### src/rtl/fpu_req_arbiter.sv
// Round-robin arbiter sharing one FPU core among four requesters.
// Each accepted op runs ISSUE -> WAIT -> RESP; a stalled core is aborted with a quiet NaN.
module fpu_req_arbiter #(
  parameter int TIMEOUT_CYCLES = 64
) (
  input  logic         clk,
  input  logic         reset,
  input  logic [3:0]   req_valid,
  output logic [3:0]   req_ready,
  input  logic [7:0]   req_op,
  input  logic [127:0] req_a,
  input  logic [127:0] req_b,
  output logic         fpu_start,
  output logic [1:0]   fpu_op,
  output logic [31:0]  fpu_a,
  output logic [31:0]  fpu_b,
  input  logic         fpu_done,
  input  logic [31:0]  fpu_result,
  output logic [3:0]   rsp_valid,
  input  logic [3:0]   rsp_ready,
  output logic [31:0]  rsp_result,
  output logic         rsp_timeout,
  output logic         busy
);

  localparam logic [1:0]  S_IDLE   = 2'd0;
  localparam logic [1:0]  S_ISSUE  = 2'd1;
  localparam logic [1:0]  S_WAIT   = 2'd2;
  localparam logic [1:0]  S_RESP   = 2'd3;
  localparam logic [31:0] QNAN     = 32'h7FC0_0000;
  localparam logic [7:0]  TMO_LAST = 8'(TIMEOUT_CYCLES - 1);

  logic [1:0]  r_state;
  logic [1:0]  r_last_grant;
  logic [1:0]  r_owner;
  logic [7:0]  r_cnt;
  logic [1:0]  r_op;
  logic [31:0] r_a;
  logic [31:0] r_b;
  logic [31:0] r_result;
  logic        r_timeout;

  logic [2:0]  w_pick;
  logic        w_grant_vld;
  logic [1:0]  w_grant_idx;
  logic        w_grant;

  // Returns {found, index}; offsets are scanned high to low so the nearest one after 'last' wins.
  function automatic logic [2:0] rr_pick(input logic [3:0] valid, input logic [1:0] last);
    logic [2:0] pick;
    logic [1:0] idx;
    pick = 3'b000;
    for (int k = 4; k >= 1; k--) begin
      idx = last + 2'(k);
      if (valid[idx]) begin
        pick = {1'b1, idx};
      end
    end
    return pick;
  endfunction

  assign w_pick      = rr_pick(req_valid, r_last_grant);
  assign w_grant_vld = w_pick[2];
  assign w_grant_idx = w_pick[1:0];
  assign w_grant     = !reset && (r_state == S_IDLE) && w_grant_vld;

  always_ff @(posedge clk) begin
    if (reset) begin
      r_state      <= S_IDLE;
      r_last_grant <= 2'd3;
      r_owner      <= 2'd0;
      r_cnt        <= 8'd0;
      r_op         <= 2'd0;
      r_a          <= 32'd0;
      r_b          <= 32'd0;
      r_result     <= 32'd0;
      r_timeout    <= 1'b0;
    end else begin
      case (r_state)
        S_IDLE: begin
          if (w_grant_vld) begin
            r_owner      <= w_grant_idx;
            r_last_grant <= w_grant_idx;
            r_op         <= req_op[{w_grant_idx, 1'b0} +: 2];
            r_a          <= req_a[{w_grant_idx, 5'b00000} +: 32];
            r_b          <= req_b[{w_grant_idx, 5'b00000} +: 32];
            r_state      <= S_ISSUE;
          end
        end
        S_ISSUE: begin
          r_cnt   <= 8'd0;
          r_state <= S_WAIT;
        end
        S_WAIT: begin
          // A completion on the final allowed cycle still beats the abort.
          if (fpu_done) begin
            r_result  <= fpu_result;
            r_timeout <= 1'b0;
            r_state   <= S_RESP;
          end else if (r_cnt == TMO_LAST) begin
            r_result  <= QNAN;
            r_timeout <= 1'b1;
            r_state   <= S_RESP;
          end else begin
            r_cnt <= r_cnt + 8'd1;
          end
        end
        S_RESP: begin
          if (rsp_ready[r_owner]) begin
            r_state <= S_IDLE;
          end
        end
        default: begin
          r_state <= S_IDLE;
        end
      endcase
    end
  end

  // Output decode; everything is forced low while reset is held.
  always_comb begin
    req_ready   = 4'b0000;
    fpu_start   = 1'b0;
    fpu_op      = 2'd0;
    fpu_a       = 32'd0;
    fpu_b       = 32'd0;
    rsp_valid   = 4'b0000;
    rsp_result  = 32'd0;
    rsp_timeout = 1'b0;
    busy        = 1'b0;
    if (!reset) begin
      if (w_grant) begin
        req_ready = 4'b0001 << w_grant_idx;
      end else begin
        req_ready = 4'b0000;
      end
      fpu_start  = (r_state == S_ISSUE);
      fpu_op     = r_op;
      fpu_a      = r_a;
      fpu_b      = r_b;
      rsp_result = r_result;
      busy       = (r_state != S_IDLE);
      if (r_state == S_RESP) begin
        rsp_valid   = 4'b0001 << r_owner;
        rsp_timeout = r_timeout;
      end else begin
        rsp_valid   = 4'b0000;
        rsp_timeout = 1'b0;
      end
    end else begin
      busy = 1'b0;
    end
  end

endmodule

### config.mk
export PLATFORM = sky130hd
export DESIGN_NAME = fpu_req_arbiter
export DESIGN_NICKNAME = d
export VERILOG_FILES = /design/src/rtl/fpu_req_arbiter.sv
export SDC_FILE = /design/constraint.sdc
export NUM_CORES = 1
export LEC_CHECK = 0
export ABC_AREA = 0
export CAP_MARGIN = 20
export CORE_AREA = 2 2 163 165
export CTS_CLUSTER_DIAMETER = 200
export DETAILED_ROUTE_END_ITERATION = 10
export DIE_AREA = 0 0 165 167
export DONT_BUFFER_PORTS = 1
export PLACE_DENSITY = 0.48
export SKIP_LAST_GASP = 1
export SLEW_MARGIN = 20
export SYNTH_ARGS = -nofsm -noshare
export SYNTH_HDL_FRONTEND = slang
export SYNTH_SLANG_ARGS = --single-unit
### constraint.sdc
create_clock -name clk -period 2 [get_ports clk]
set_input_delay 0.2 -clock clk [delete_from_list [all_inputs] [get_ports clk]]
set_output_delay 0.2 -clock clk [all_outputs]
set_load 0.005 [all_outputs]
==> results of run 1 <==
-- metal layers --
metal,GRT usage,share of wire
met1,0.172,0.40
met2,0.258,0.50
met5,0,0
met4,0.0609,0.029
met3,0.0346,0.067
-- cell usage after synthesis (3+ instances only) --
master	number	area [um2]
a22o_1	23	201
buf_2	11	55.1
mux2i_1	134	1340
o21ai_0	8	40.0
inv_1	3	11.3
dfxtp_1	113	2260
a21oi_1	9	45.0
buf_1	3	11.3
buf_6	8	90.1
nor2_1	36	135
nor2b_1	105	657
o221ai_1	66	578
xor2_1	6	52.6
nand2b_1	4	25.0
clkbuf_1	29	109
nand2_1	80	300
ha_1	6	75.1
buf_4	6	45.0
nor3_1	7	35.0
-- flip-flops by register name (all words and copies together) (netlist names) --
name          count
r_a              32
r_b              32
r_cnt             8
r_last_grant      2
r_op              2
r_owner           2
r_result         32
r_state           2
r_timeout         1
-- area by class of cell --
cell class | instances | area, um2
diodes | 3 | 7.51
clock buffers | 17 | 425
clock inverters | 15 | 193
fillers | 2660 | 17800
inverters | 3 | 11.3
multi-input cells | 510 | 3770
flip-flops and latches | 113 | 2260
well taps | 335 | 419
repair buffers | 85 | 921
-- repair_timing --
item | in CTS | in global routing
hold buffers | 58 | 2
cloned | 1 | 0
buffers inserted | 2 | 0
endpoints found under the setup margin | 4 | 8
pin swaps | 2 | 1
gates resized for setup | 7 | 9
hold endpoints to repair | 58 | 2
-- report_power, final --
group / switching, W / internal [W] / leakage (nW)
combinational: 0.00201 / 0.00189 / 2.07
sequential: 0.000424 / 0.00300 / 0.927
clock: 0.00125 / 0.00200 / 0.302
total: 0.00368 / 0.00689 / 3.30
-- critical path: stages, from the launching register on --
cell,delay [ns]
dfxtp_1,0.32
nor2b_1,0.18
nor2_1,0.09
a21oi_2,0.19
nand2b_2,0.20
buf_8,0.23
nor2_2,0.07
-- worst paths after layout --
check	startpoint	end	slack (ns)	depth (start not counted)
hold / removal	req_a[119]	r_a[23]$_SDFFE_PP0P_	0.02	2
setup / recovery	r_last_grant[0]$_SDFFE_PP1P_	req_ready[0]	0.11	6
setup reg to reg	r_cnt[1]$_SDFFE_PP0P_	r_state[0]$_SDFFE_PP0P_	0.13	6
hold reg to reg	r_result[23]$_SDFFE_PP0P_	r_result[23]$_SDFFE_PP0P_	0.45	2
-- cell families (layout without fill, tap and decap cells) --
family	after synthesis	in the layout	synth area share
simple gates	242	242	0.195
mux	135	135	0.217
compound gates	121	121	0.156
flops	113	113	0.360
buf+inv	60	120	0.0512
fa+ha+maj	6	6	0.0119
xor+xnor	6	6	0.00836
other cells	0	3	0
-- stage by stage --
step | util | total power, W | hold WS, ns | TNS (ns) | instance area [um2]
after global routing | 0.311 | 0.0112 | 0.00132 | -0.0196 | 8010
after global placement | 0.259 | 0.00703 | 0.274 | 0 | 6680
after CTS | 0.309 | 0.0107 | 0.0000378 | 0 | 7950
after floorplan | - | 0.00618 | 0.300 | 0 | 6290
final | 0.311 | 0.0106 | 0.0212 | 0 | 8010
after detailed placement | 0.259 | 0.00706 | 0.277 | 0 | 6680
==> run_results.csv, run 1 <==
group,metric,value,unit
run_status,status,"complete, no violations",
clock_tree,cts_root_buffer,"clkbuf_16",
global_route,antenna_found_initial,3,
die,die_w,165,um
final_layout,area_delta_synth_final,27.3,%
route,drtPass1Iterations,4,
die,core.rowCount,59,
place,io_buffers,0,
synth,avgSynthCellArea,9.20,um2
critical_path,required,1.80,ns
die,die_y,167,um
clock_tree,clkLatencyLatePin,0.41,ns
place,gp_congestion,0.816,
clock_tree,clk_pin_slew,0.07,ns
route,drtAntennaViolNets,0,
sta,setup_ws,0.108,ns
global_route,grt_start_max_net_pins,107,
synth,synth_seq_cells,113,
worst_hold_path,hold_path_class,"primary input to flop",
synth,ys_async_sr_fraction,0,
sta,hold_viol_final,0,
clock_tree,cts_made_buffers,17,
synth,mappedNetlistArea,6290,um2
route,drc,0,
die,num_io_pins,416,
final_layout,mostFrequentLayoutCells,"mux2i_1, dfxtp_1, nor2b_1",
die,die_area,27600,um2
final_layout,mostFrequentLayoutCell,"mux2i_1",
synth,yosysWarnings,0,
sta,max_clock_freq,529,MHz
clock_tree,cts.path.max_buffers,2,
critical_path,crit_fanout,27,
place,place_worst_setup_slack,0.0296,ns
sta,slew_viol_final,0,
route,vias,5502,
synth,syn_inst,683,
route,vias_per_cell,5.09,
clock_tree,clock_sinks,113,
global_route,grt_pass1_vias,5472,
sta,rsz0062_at_grt,"yes",
run,maxCapViolations,0,
final_layout,final_cells,1081,
power_and_ir_drop,p_per_area,1320,nW/um2
final_layout,layout-drive-gt1-share,0.104,
global_route,grt.total_usage,0.148,
final_layout,nets,1043,
sta,setup_viol,0,
critical_path,arrival,1.69,ns
critical_path,setup.worst_path.start_class,"flop",
critical_path,end_kind,"output pin",
die,coreArea,25800,um2
sta,maxSlewHeadroom,0.478,
sta,fin_crit_sh,0.946,
clock_tree,cts_tree,"yes",
place,dp_hpwl,14900,um
sta,period_needed,1.89,ns
synth,yosys.cell_types.count,40,
power_and_ir_drop,max-vdd-ir-drop,0.490,mV
synth,syn-num-nets,996,
synth,synth_edf_count,0,
global_route,grt_pass1_wl,30900,um
place,placed_cells,983,
route,wl_per_cell,19.9,um
sta,clock_skew,0.0143,ns
die,initial_utilization,0.244,
critical_path,crit_type,"flop to output pin",
power_and_ir_drop,leakage,3.30,nW
route,wirelength,21600,um
global_route,overflow,0,
synth,synth_ff_type,"dfxtp_1",
route,drt_iter0_drc,230,
synth,seq_area_frac_synth,0.360,
sta,max_slew.worst_pin.slew,0.780,ns
clock_tree,h-tree-depth,4,
Power figures use the tool's default switching activity.
==> run 2, diff against run 1 <==
Settings changed: CELL_PAD_IN_SITES_DETAIL_PLACEMENT set to 1, CELL_PAD_IN_SITES_GLOBAL_PLACEMENT set to 1, CORE_AREA 2 2 163 165 to 2 2 159 161, DIE_AREA 0 0 165 167 to 0 0 161 163, PLACE_DENSITY 0.48 to 0.61, TNS_END_PERCENT set to 50.
==> run 2 against run 1 <==
Against the previous run: critical path depth decreased by 1; first-iteration DRC count increased by 11%; via count shrank 1.5%; largest cell class unchanged; clock power grew 2%; worst hold slack improved by 0.0031 ns; final cell count down 3.5%; die area is 4.8% lower; worst setup slack got worse by 0.036 ns; register-to-register slack lost 0.05 ns; sequential share of layout area grew 0.91 points.
==> run_results.csv, run 2 (same netlist as run 1, synthesis figures left out) <==
group,metric,value,unit
final_layout,layout-drive-gt1-share,0.0982,
place,gp_congestion,0.756,
clock_tree,clk_pin_slew,0.06,ns
power_and_ir_drop,intPower,0.00710,W
clock_tree,cts_made_buffers,17,
power_and_ir_drop,power_frac_clock,0.311,
global_route,grt_pass1_vias,5575,
critical_path,r2r_slack,0.08,ns
clock_tree,h-tree-depth,4,
power_and_ir_drop,p_total,0.0107,W
run,maxCapViolations,0,
route,vias,5421,
critical_path,required,1.80,ns
die,num_io_pins,416,
critical_path,setup.worst_path.start_class,"flop",
final_layout,n_antenna_cell,0,
critical_path,crit_fanout,39,
critical_path,r2r_end,"r_b[4]$_SDFFE_PP0P_",
critical_path,worstSetupStartpoint,"r_last_grant[0]$_SDFFE_PP1P_",
power_and_ir_drop,power_switching,0.00359,W
critical_path,critical_path.slowest_cell,"dfxtp_1",
power_and_ir_drop,max-vdd-ir-drop,0.488,mV
sta,rsz0062_at_grt,"yes",
clock_tree,clock_sinks,113,
die,die_area,26200,um2
place,dpl_cell_area,6680,um2
clock_tree,cts_tree,"yes",
global_route,grt_start_max_net_pins,107,
critical_path,crit_type,"flop to output pin",
power_and_ir_drop,p_per_area,1380,nW/um2
die,initial_utilization,0.255,
power_and_ir_drop,p_seq_frac,0.318,
global_route,antenna_found_initial,2,
sta,fin_crit_sh,0.964,
sta,setup_viol,0,
die,coreArea,24700,um2
critical_path,reg2reg_depth,7,
critical_path,cp_top_family,"compound AO/OA/AOI/OAI gates",
clock_tree,cts.path.max_buffers,2,
final_layout,fill_cells,2855,
global_route,grt_pass1_wl,32600,um
critical_path,end_kind,"output pin",
final_layout,fin_area,7760,um2
die,die_y,163,um
worst_hold_path,hold_start,"req_a[123]",
sta,hold_viol_final,0,
sta,max_clock_freq,519,MHz
critical_path,crit_cells,5,
place,dp_hpwl,16000,um
die,core.rowCount,58,
sta,period_needed,1.93,ns
route,wirelength,22800,um
global_route,overflow,0,
run_status,status,"complete, no violations",
power_and_ir_drop,p_comb_frac,0.371,
final_layout,area_delta_synth_final,23.4,%
critical_path,path_cells,"nor2b_1 > o21ai_1 > o311a_4 > buf_12 > nor2_1",
power_and_ir_drop,leakage,3.20,nW
worst_hold_path,hold_depth,2,
clock_tree,clkLatencyLatePin,0.40,ns
critical_path,worst_path_largest_cell_delay,0.35,ns
power_and_ir_drop,switching_share,0.336,
route,drtAntennaViolNets,0,
clock_tree,cts_root_buffer,"clkbuf_16",
sta,clock_skew,0.0104,ns
route,drc,0,
route,drtPass1Iterations,5,
sta,max_slew.worst_pin.slew,0.899,ns
critical_path,rr_startpoint,"r_last_grant[0]$_SDFFE_PP1P_",
route,vias_per_cell,5.20,
sta,slew_viol_final,0,
route,drt_iter0_drc,256,
final_layout,mostFrequentLayoutCell,"mux2i_1",
final_layout,nets,1014,
worst_hold_path,hold_end,"r_a[27]$_SDFFE_PP0P_",
final_layout,reg_top3,"r_a x32, r_b x32, r_result x32",
route,wl_per_cell,21.9,um
global_route,grt.total_usage,0.161,
place,io_buffers,0,
worst_hold_path,hold_path_class,"primary input to flop",
sta,maxSlewHeadroom,0.393,
critical_path,arrival,1.73,ns
final_layout,mostFrequentLayoutCells,"mux2i_1, dfxtp_1, nor2b_1",
place,placed_cells,976,
die,die_w,161,um
final_layout,final_cells,1043,
critical_path,path_buf_inv,1,
## run 2: cell count changes in the layout (fill, tap and decap cells not counted), moves of 2 or more
cell and delta:
clkbuf_1 +2, diode_2 -3, dlygate4sd3_1 -27, clkinv_2 +3, o21ai_1 +2, o21ai_2 -2
nor2_2 -2, buf_4 -3, bufinv_16 +2, clkbuf_16 +2, inv_6 -8
## run 2: how the worst max path moves through the flow
| stage | to | slack, ns |
|---|---|---|
| floorplan | r_state[0]$_SDFFE_PP0P_ | 0.27 |
| global placement | r_b[4]$_SDFFE_PP0P_ | 0.13 |
| detailed placement | r_b[4]$_SDFFE_PP0P_ | 0.03 |
| CTS | req_ready[0] | 0.02 |
| global route | req_ready[3] | -0.07 |
| finish | req_ready[3] | 0.07 |
## run 2: power groups by stage
stage,Sequential (W),Clock [W],Combinational (W)
3_3_place_gp,0.00341,0,0.00369
3_5_place_dp,0.00343,0,0.00375
5_1_grt,0.00349,0.00353,0.00433
4_1_cts,0.00340,0.00342,0.00387
6_report,0.00340,0.00333,0.00397
2_1_floorplan,0.00329,0,0.00290
## run 2: per-stage QoR
step | util | TNS (ns) | worst slack, ns | hold slack, ns
floorplan | - | 0 | 0.271 | 0.300
global placement | 0.271 | 0 | 0.126 | 0.279
global route | 0.314 | -0.336 | -0.0651 | 0.00459
CTS | 0.310 | 0 | 0.0163 | 0.00181
detailed placement | 0.271 | 0 | 0.0255 | 0.280
finish | 0.314 | 0 | 0.0727 | 0.0243
## run 2: cell type report
class,instances,area (um2),area share
Multi-Input combinational cell,510,3780,0.487
Sequential cell,113,2260,0.292
Timing Repair Buffer,56,658,0.0849
Clock buffer,20,447,0.0576
Tap cell,330,413,0.0532
Clock inverter,11,186,0.0240
Inverter,3,11.3,0.00145
## run 2: repair_timing
| item | CTS | global route |
|---|---|---|
| endpoints found under the hold margin | 41 | 1 |
| gates resized for setup | 7 | 7 |
| gates cloned | 0 | 2 |
| setup buffers | 0 | 1 |
| endpoints found under the setup margin | 4 | 16 |
| hold buffers | 32 | 1 |
| pin swaps | 1 | 1 |
## run 2: layer usage
metal | track usage | wire length [um]
met1 | 0.195 | 9560
met4 | 0.0532 | 306
met5 | 0 | 30
met2 | 0.274 | 11500
met3 | 0.0463 | 1450
